==> src/rtl/nibble_serial_add_ctrl.sv <==
// Nibble-serial adder controller: streams two W-bit operands through an external 4-bit adder.
// Optional signed-overflow output enabled by defining SERIAL_ADD_OVF_EN.
module nibble_serial_add_ctrl #(
    parameter int NIBBLES = 4
) (
    input  logic                   clk,
    input  logic                   rst,
    input  logic                   start,
    input  logic [4*NIBBLES-1:0]   op_a,
    input  logic [4*NIBBLES-1:0]   op_b,
    input  logic                   cin,
    output logic                   busy,
    output logic                   done,
    output logic [4*NIBBLES-1:0]   sum,
    output logic                   cout,
    output logic [3:0]             add_a,
    output logic [3:0]             add_b,
    output logic                   add_c0,
`ifdef SERIAL_ADD_OVF_EN
    output logic                   ovf,
`endif
    input  logic [3:0]             add_f,
    input  logic                   add_c4
);

    localparam int W  = 4 * NIBBLES;
    localparam int IW = (NIBBLES > 1) ? $clog2(NIBBLES) : 1;
    localparam logic [IW-1:0] LAST_IDX = IW'(NIBBLES - 1);

    typedef enum logic {
        IDLE = 1'b0,
        RUN  = 1'b1
    } state_t;

    state_t          state_q, state_d;
    logic [W-1:0]    a_sh_q, a_sh_d;
    logic [W-1:0]    b_sh_q, b_sh_d;
    logic [W-1:0]    s_sh_q, s_sh_d;
    logic            cr_q, cr_d;
    logic [IW-1:0]   idx_q, idx_d;
    logic            busy_q, busy_d;
    logic            done_q, done_d;
    logic [W-1:0]    sum_q, sum_d;
    logic            cout_q, cout_d;
    logic            ovf_q, ovf_d;

    always_ff @(posedge clk) begin
        if (rst) begin
            state_q <= IDLE;
            a_sh_q  <= '0;
            b_sh_q  <= '0;
            s_sh_q  <= '0;
            cr_q    <= 1'b0;
            idx_q   <= '0;
            busy_q  <= 1'b0;
            done_q  <= 1'b0;
            sum_q   <= '0;
            cout_q  <= 1'b0;
            ovf_q   <= 1'b0;
        end else begin
            state_q <= state_d;
            a_sh_q  <= a_sh_d;
            b_sh_q  <= b_sh_d;
            s_sh_q  <= s_sh_d;
            cr_q    <= cr_d;
            idx_q   <= idx_d;
            busy_q  <= busy_d;
            done_q  <= done_d;
            sum_q   <= sum_d;
            cout_q  <= cout_d;
            ovf_q   <= ovf_d;
        end
    end

    always_comb begin
        state_d = state_q;
        a_sh_d  = a_sh_q;
        b_sh_d  = b_sh_q;
        s_sh_d  = s_sh_q;
        cr_d    = cr_q;
        idx_d   = idx_q;
        busy_d  = busy_q;
        done_d  = 1'b0;
        sum_d   = sum_q;
        cout_d  = cout_q;
        ovf_d   = ovf_q;

        case (state_q)
            IDLE: begin
                if (start) begin
                    a_sh_d  = op_a;
                    b_sh_d  = op_b;
                    cr_d    = cin;
                    idx_d   = '0;
                    busy_d  = 1'b1;
                    state_d = RUN;
                end
            end
            RUN: begin
                // Each sum nibble enters at the top, so after NIBBLES shifts nibble 0 sits at the bottom.
                s_sh_d = W'({add_f, s_sh_q} >> 4);
                a_sh_d = a_sh_q >> 4;
                b_sh_d = b_sh_q >> 4;
                cr_d   = add_c4;
                idx_d  = idx_q + IW'(1);
                if (idx_q == LAST_IDX) begin
                    sum_d   = s_sh_d;
                    cout_d  = add_c4;
                    ovf_d   = (a_sh_q[3] == b_sh_q[3]) && (add_f[3] != a_sh_q[3]);
                    done_d  = 1'b1;
                    busy_d  = 1'b0;
                    state_d = IDLE;
                end
            end
            default: state_d = IDLE;
        endcase
    end

    always_comb begin
        add_a  = 4'h0;
        add_b  = 4'h0;
        add_c0 = 1'b0;
        if (state_q == RUN) begin
            add_a  = a_sh_q[3:0];
            add_b  = b_sh_q[3:0];
            add_c0 = cr_q;
        end
    end

    assign busy = busy_q;
    assign done = done_q;
    assign sum  = sum_q;
    assign cout = cout_q;
`ifdef SERIAL_ADD_OVF_EN
    assign ovf  = ovf_q;
`else
    // Without the overflow port the flop has no reader; keep it tied low so it trims away.
    logic unused_ovf;
    assign unused_ovf = ovf_q & ovf_d & 1'b0;
`endif

endmodule

==> config.mk <==
export PLATFORM = sky130hd
export DESIGN_NAME = nibble_serial_add_ctrl
export DESIGN_NICKNAME = d
export VERILOG_FILES = /design/src/rtl/nibble_serial_add_ctrl.sv
export SDC_FILE = /design/constraint.sdc
export NUM_CORES = 1
export LEC_CHECK = 0
export BUFFER_PORTS_ARGS = -buffer_cell sky130_fd_sc_hd__buf_2
export CORE_MARGIN = 2
export CORE_UTILIZATION = 40
export DETAILED_ROUTE_END_ITERATION = 12
export PLACE_DENSITY = 0.64
export SYNTH_ARGS = -nofsm -noshare
export SYNTH_HDL_FRONTEND = slang
export SYNTH_SLANG_ARGS = --single-unit
==> constraint.sdc <==
create_clock -name clk -period 2.7 [get_ports clk]
set_input_delay 0.27 -clock clk [delete_from_list [all_inputs] [get_ports clk]]
set_output_delay 0.27 -clock clk [all_outputs]
set_load 0.02 [all_outputs]
---- After elaboration in Yosys (flattened, before gate mapping) ----
Cells that the tools add are included.
storage, ports and cells
  flip-flop bits (word level) ............. 71
  bits in latches ......................... 0
  bits in writable memories ............... 0
  memory bits (read-only) ................. 0
  output and inout port bits .............. 28
  word-level logic and storage cells ...... 36
  memories ................................ 0
operators by class
  add/subtract/negate cells ............... 1
  multipliers ............................. 0
  div/mod/pow operators ................... 0
  order comparisons ....................... 0
  equal/unequal tests ..................... 3
  shifts and indexed selects .............. 0
  mux-type cells .......................... 18
  bitwise operators ....................... 1
  reductions and logical operators ........ 3
operators with widths
  operator                                                                  number
  16-bit one-hot mux with 2 select lines                                    2
  16-bit 2-to-1 mux                                                         2
  4-bit 2-to-1 mux                                                          2
  1-bit 2-to-1 mux                                                          7
  1-bit one-hot mux with 2 select lines                                     3
  2-bit one-hot mux with 2 select lines                                     1
  2-bit AND reduction                                                       2
  2-bit by 1-bit adder with 2-bit output (second input constant)            1
  2-bit == test (second input constant)                                     1
  2-bit 2-to-1 mux                                                          1
  2-bit by 1-bit inequality test with 1-bit output (second input constant)  1
  2-bit inequality test (second input constant)                             1
  2-bit OR reduction                                                        1
  1-bit inverter                                                            1

---- Logic depth before layout (Yosys ltp) ----
Gate-level depths: netlist of run 1.
  depth in word-level cells ............... 3
  mapped depth ............................ 5
  depth with buffers taken out ............ 3

---- Worst setup path after synthesis of run 1 ----
Ideal clock, no wire load.
  kind .................................... reg-to-output
  from .................................... register state_q
  to ...................................... output port add_c0
  arrival ................................. 0.969 ns
  slack ................................... 1.461 ns
  stages on the path, launching flop included .. 5
  buffers on the path ..................... 3
  cells stage by stage .................... dfxtp_1 -> buf_4 -> buf_4 -> buf_2 -> and2_1
between the ends
  word-level cells in the longest chain between the ends .. 1
RTL lines
  what                    RTL line  RTL
  start, declared         35        state_t state_q, state_d;
  start signal, assigned  61        state_q <= state_d;
  1-bit 2-to-1 mux        123       if (state_q == RUN) begin
  end, declared           18        output logic add_c0,
No other way between the ends.

---- Final worst setup path of run 1 ----
Same ends and word-level chain as after synthesis.

==> results.cfg, run 1 <==
[die]
core_um2 = 7137
rows = 31
ios = 69
initial_core_util_pct = 40.64
die_y_um = 89.15
chipWidth_um = 89.15
die_area_um2 = 7948

[power]
leakage_uw = 0.001524
p_per_area_nw_per_um2 = 588.4
ir_drop_v = 0.0003696

[detailed_routing]
met3_length_um = 432
ant_nets = 0
detail_route.wl_per_cell_um = 13.01
drtIter0Drc = 85
viasPerCell = 4.850
drt_wl_total_mm = 5.804
drtPass1Iterations = 4
via_count = 2163
met1_length_mm = 2.737
wl_met2_mm = 2.589
routed.top_layer = met4
drc = 0

[placed_design]
dp_hpwl_mm = 3.828
pre_cts_slack_ns = 1.107
port_buffers = 68
gp_congestion = 0.7068
place_area_um2 = 3241

[sta]
setup_viol = 0
hold_viol = 0
fmax_ghz = 0.5514
fin_setup_tns_ns = 0
rsz0062_at_grt = no
relSlewSlack_pct = 51.63
drv_slew = 0
clock_skew_ns = 0.007512
layout_min_cycle_time_ns = 1.814
layout_setup_ws_ns = 0.8863
worstMarginPinSlew_ns = 0.7256
fin_crit_sh_pct = 67.17

[critical_path]
required_ns = 2.43
endpoint_kind = primary output
worst-path-max-fanout = 47
arrival_ns = 1.54
start_kind = flop
critPathKind = reg2out

[synth]
yosysTopAreaCellShare_pct = 46.25
synth_cell_types = 21
ys_dominant_reg_cell = dfxtp_1
syn_inst = 287
synth.most_common_cell = dfxtp_1
synth_area_leaders = dfxtp_1, mux2i_1, a211oi_1
synth_async_sr_flop_share_pct = 0
synth-edff-count = 0
ys_warn_count = 0
syn_area_um2 = 2900
ys_seq_elements = 67
synth.largest_area_cell = dfxtp_1
synthesis.nets = 330
synth.top_cells.by_count = dfxtp_1, mux2i_1, a211oi_1
synth.avg_cell_area_um2 = 10.11
seq_area_frac_synth_pct = 46.25

[job]
maxCapViolations = 0

[cts]
numCtsBuffers = 9
cts.sinks = 67
postCtsHoldBufs = 0
cts_tree = built
htree_levels = 3
root_buffer = clkbuf_8
post_cts_resize_count = 0
clkLatencyLatePin_ns = 0.33
clk_pin_slew_ns = 0.07
cts_buffer_depth = 2
post_cts_buffers = 0

[status]
status = completed

[final_layout]
nets = 387
drive_above_1_share_pct = 30.84
area_growth_pct = 17.47
diodes = 0
fillCellCount = 733
post-route-cell-area_um2 = 3407

[global_routing]
grt_pass1_vias = 2091
antenna_found_initial = 0
grt_max_degree = 48
grt_usage_pct = 15.62
grt-ovfl-total = 0
grt_pass1_wl_mm = 9.666

[min_path]
worstHoldPathType = in2reg
registers in the layout (all words and copies together) (netlist names):
| name | count |
|---|---|
| s_sh_q | 12 |
| done | 1 |
| state_q | 1 |
| cout | 1 |
| busy | 1 |
| idx_q | 2 |
| cr_q | 1 |
| a_sh_q | 16 |
| sum | 16 |
| b_sh_q | 16 |
area by class of cell:
type	count	area [um2]	share of cell area [%]
multi-input combinational	191	1373	40.29
tap	99	123.9	3.636
clock inverter	3	15.01	0.4407
clock buffer	11	151.4	4.444
inverter	1	3.754	0.1102
sequential	67	1343	39.41
timing repair buffer	74	397.9	11.68
final timing paths:
path | from | endpoint | slack (ns) | cells past startpoint
max | state_q$_SDFF_PP0_ | add_c0 | 0.89 | 2
min | op_a[12] | a_sh_q[12]$_SDFFE_PP0P_ | 0.17 | 3
max reg2reg | state_q$_SDFF_PP0_ | a_sh_q[10]$_SDFFE_PP0P_ | 1.12 | 2
min reg2reg | s_sh_q[4]$_SDFFE_PP0P_ | sum[0]$_SDFFE_PP0P_ | 0.48 | 2
cell families (layout without fill, tap and decap cells):
family / Yosys count / in the layout / synth area share [%]
AND/OR/NAND/NOR: 80 / 80 / 14.62
buffers and inverters: 29 / 89 / 6.428
multiplexers: 45 / 45 / 15.53
flip-flops: 67 / 67 / 46.25
AO/OA/AOI/OAI: 64 / 64 / 16.31
adder cells (fa/ha/maj): 2 / 2 / 0.8627
stage by stage:
step,hold WS [ns],util [%],std cells,total power [uW]
after floorplan,0.4172,-,287,1253
after global placement,0.4679,45.41,432,1307
after detailed placement,0.4731,45.41,432,1312
after CTS,0.1495,47.74,446,2035
after global routing,0.1622,47.74,446,2116
final,0.1667,47.74,446,2005
worst max-delay path, stage by stage, from the launching register on:
cell and delay [ns]:
dfxtp_2 0.79, and2_1 0.21, buf_2 0.19
per-layer routing:
| metal | vias up | track usage [%] |
|---|---|---|
| met4 | 0 | 4.478 |
| met5 | - | 0 |
| met3 | 5 | 6.925 |
| li1 | 1115 | - |
| met1 | 979 | 20.25 |
| met2 | 64 | 23.64 |
where the power goes:
| part | internal (uW) | leakage (uW) | switching (uW) |
|---|---|---|---|
| combinational | 103 | 0.000884 | 111 |
| sequential | 1040 | 0.000549 | 37.0 |
| clock | 368 | 0.0000908 | 348 |
| total | 1510 | 0.00152 | 496 |
cell usage in the layout (no fill, tap or decap), types with 2 or more instances in the layout:
cell       n
dfxtp_1   66
nand2b_1   2
nor2b_1   25
buf_2     68
mux2i_1   45
nor2_1    22
a21bo_2   17
a21oi_1   20
or3b_1     2
nand3_1   17
and2_1     9
buf_4      5
a211oi_1  26
clkinv_2   3
ha_1       2
clkbuf_8  11
nand2_1    2
Power figures use the tool's default switching activity.
==> run 2, diff against run 1 <==
Settings changed: ABC_AREA set to 1, PLACE_DENSITY 0.64 to 0.67.
Clock period 2.7 ns to 1.6 ns, I/O delays scaled along.
==> results.cfg, run 2 <==
[status]
status = completed

[final_layout]
post-route-cell-area_um2 = 3369
fillCellCount = 713
diodes = 0
drive_above_1_share_pct = 21.96
final_cell_mix = nand2_1, buf_2, dfxtp_1
seqCellArea_um2 = 1343
area_growth_pct = 20.60
nets = 498
layout_commonest_cell = nand2_1
multi_input_area_um2 = 1140

[power]
leakage_uw = 0.001749
p_per_area_nw_per_um2 = 1065
ir_drop_v = 0.0006205

[die]
ios = 69
rows = 30
core_um2 = 6794
chipWidth_um = 87.58
initial_core_util_pct = 41.12
die_area_um2 = 7669
die_y_um = 87.58

[detailed_routing]
drc = 0
detail_route.wl_per_cell_um = 11.29
drtPass1Iterations = 5
drtIter0Drc = 203
drt_wl_total_mm = 6.278
viasPerCell = 4.617
ant_nets = 0
via_count = 2567

[cts]
clkLatencyLatePin_ns = 0.34
htree_levels = 3
postCtsHoldBufs = 0
post_cts_buffers = 0
cts_buffer_depth = 2
cts_tree = built
clk_pin_slew_ns = 0.07
cts.sinks = 67
numCtsBuffers = 9
root_buffer = clkbuf_8

[critical_path]
cp_cell_sequence = buf_4, nand2_1, inv_1, buf_2
endpoint_kind = primary output
cp.buffers_inverters = 3
critPathKind = reg2out
arrival_ns = 1.32
required_ns = 1.44
slowest_delay_ns = 0.45
path_delay_family = flip-flops
worst-path-max-fanout = 16
start_kind = flop
slowest_stage = dfxtp_2

[synth]
yosysTopAreaCellShare_pct = 48.01
syn_inst = 392
ys_dominant_reg_cell = dfxtp_1
synth_area_leaders = dfxtp_1, nand2_1, nand3_1
synth_cell_types = 18
synth-edff-count = 0
synth.most_common_cell = nand2_1
syn_area_um2 = 2794
ys_seq_elements = 67
synth.top_cells.by_count = nand2_1, dfxtp_1, nand3_1
synth.largest_area_cell = dfxtp_1
ys_warn_count = 0
synth_async_sr_flop_share_pct = 0
synthesis.nets = 435
synth.avg_cell_area_um2 = 7.127
seq_area_frac_synth_pct = 48.01

[sta]
layout_min_cycle_time_ns = 1.475
hold_viol = 0
fin_crit_sh_pct = 92.20
fmax_ghz = 0.6779
relSlewSlack_pct = 67.62
worstMarginPinSlew_ns = 0.4857
rsz0062_at_grt = no
setup_viol = 0
clock_skew_ns = 0.006993
fin_setup_tns_ns = 0
drv_slew = 0

[placed_design]
port_buffers = 68
dp_hpwl_mm = 4.203
place_area_um2 = 3153
gp_congestion = 0.7791

[job]
maxCapViolations = 0

[min_path]
worstHoldPathType = in2reg

[global_routing]
antenna_found_initial = 0
grt_usage_pct = 17.82
grt_pass1_wl_mm = 10.68
grt_pass1_vias = 2365
grt_max_degree = 37
grt-ovfl-total = 0
run 2: logic make-up after synthesis:
kind of cell	count (synthesis)	share of synthesized area, %
compound gates	39	6.986
buf+inv	63	11.20
simple gates	221	32.92
fa+ha+maj	2	0.8955
flops	67	48.01
run 2: through the flow:
step	std cells	util [%]	hold WS (ns)	setup slack (ns)	power, uW
floorplan	392	-	0.2949	0.5133	2059
global placement	540	46.41	0.4079	0.4241	2155
detailed placement	540	46.41	0.4117	0.3375	2162
CTS	556	49.54	0.05146	0.04804	3620
global route	556	49.59	0.07222	0.04097	3751
finish	556	49.59	0.05829	0.1249	3588
run 2: worst min-delay path, delay by kind of cell:
family,cells,cell delay [ns]
buffers and inverters,1,0.09
AND/OR/NAND/NOR,2,0.12
run 2: repair_timing:
item / CTS / global route
resized for setup: 0 / 1
setup endpoints to repair: 0 / 1
endpoints found under the hold margin: 0 / 0
run 2: path summary, 6_finish.rpt:
kind / startpoint / end / slack, ns / cells after the start
max: state_q$_SDFF_PP0_ / add_a[1] / 0.12 / 4
max reg2reg: idx_q[0]$_SDFFE_PP0P_ / sum[15]$_SDFFE_PP0P_ / 0.35 / 5
min reg2reg: s_sh_q[7]$_SDFFE_PP0P_ / s_sh_q[7]$_SDFFE_PP0P_ / 0.46 / 2
min: add_f[3] / s_sh_q[15]$_SDFFE_PP0P_ / 0.06 / 3
run 2: cell type report:
class / instances / share of cell area, %
flip-flops and latches: 67 / 39.84
inverters: 38 / 4.233
multi-input cells: 262 / 33.83
clock inverters: 4 / 1.411
well taps: 96 / 3.565
repair buffers: 77 / 12.22
clock buffers: 12 / 4.902
run 2: where the power goes:
group          switching (uW)  total [uW]  internal (uW)
Clock                     621        1460            842
Sequential               40.4        1770           1730
Combinational             216         351            135
Total                     878        3590           2710
run 2: routing by layer:
| layer | track usage [%] | wire, um | vias to the layer above | share of wire (%) |
|---|---|---|---|---|
| li1 | - | - | 1341 | - |
| met1 | 24.90 | 3141 | 1145 | 50 |
| met2 | 25.83 | 2668 | 64 | 42 |
| met3 | 3.393 | 280 | 17 | 4.5 |
| met4 | 9.930 | 187 | 0 | 3.0 |
| met5 | 0 | 0 | - | 0 |
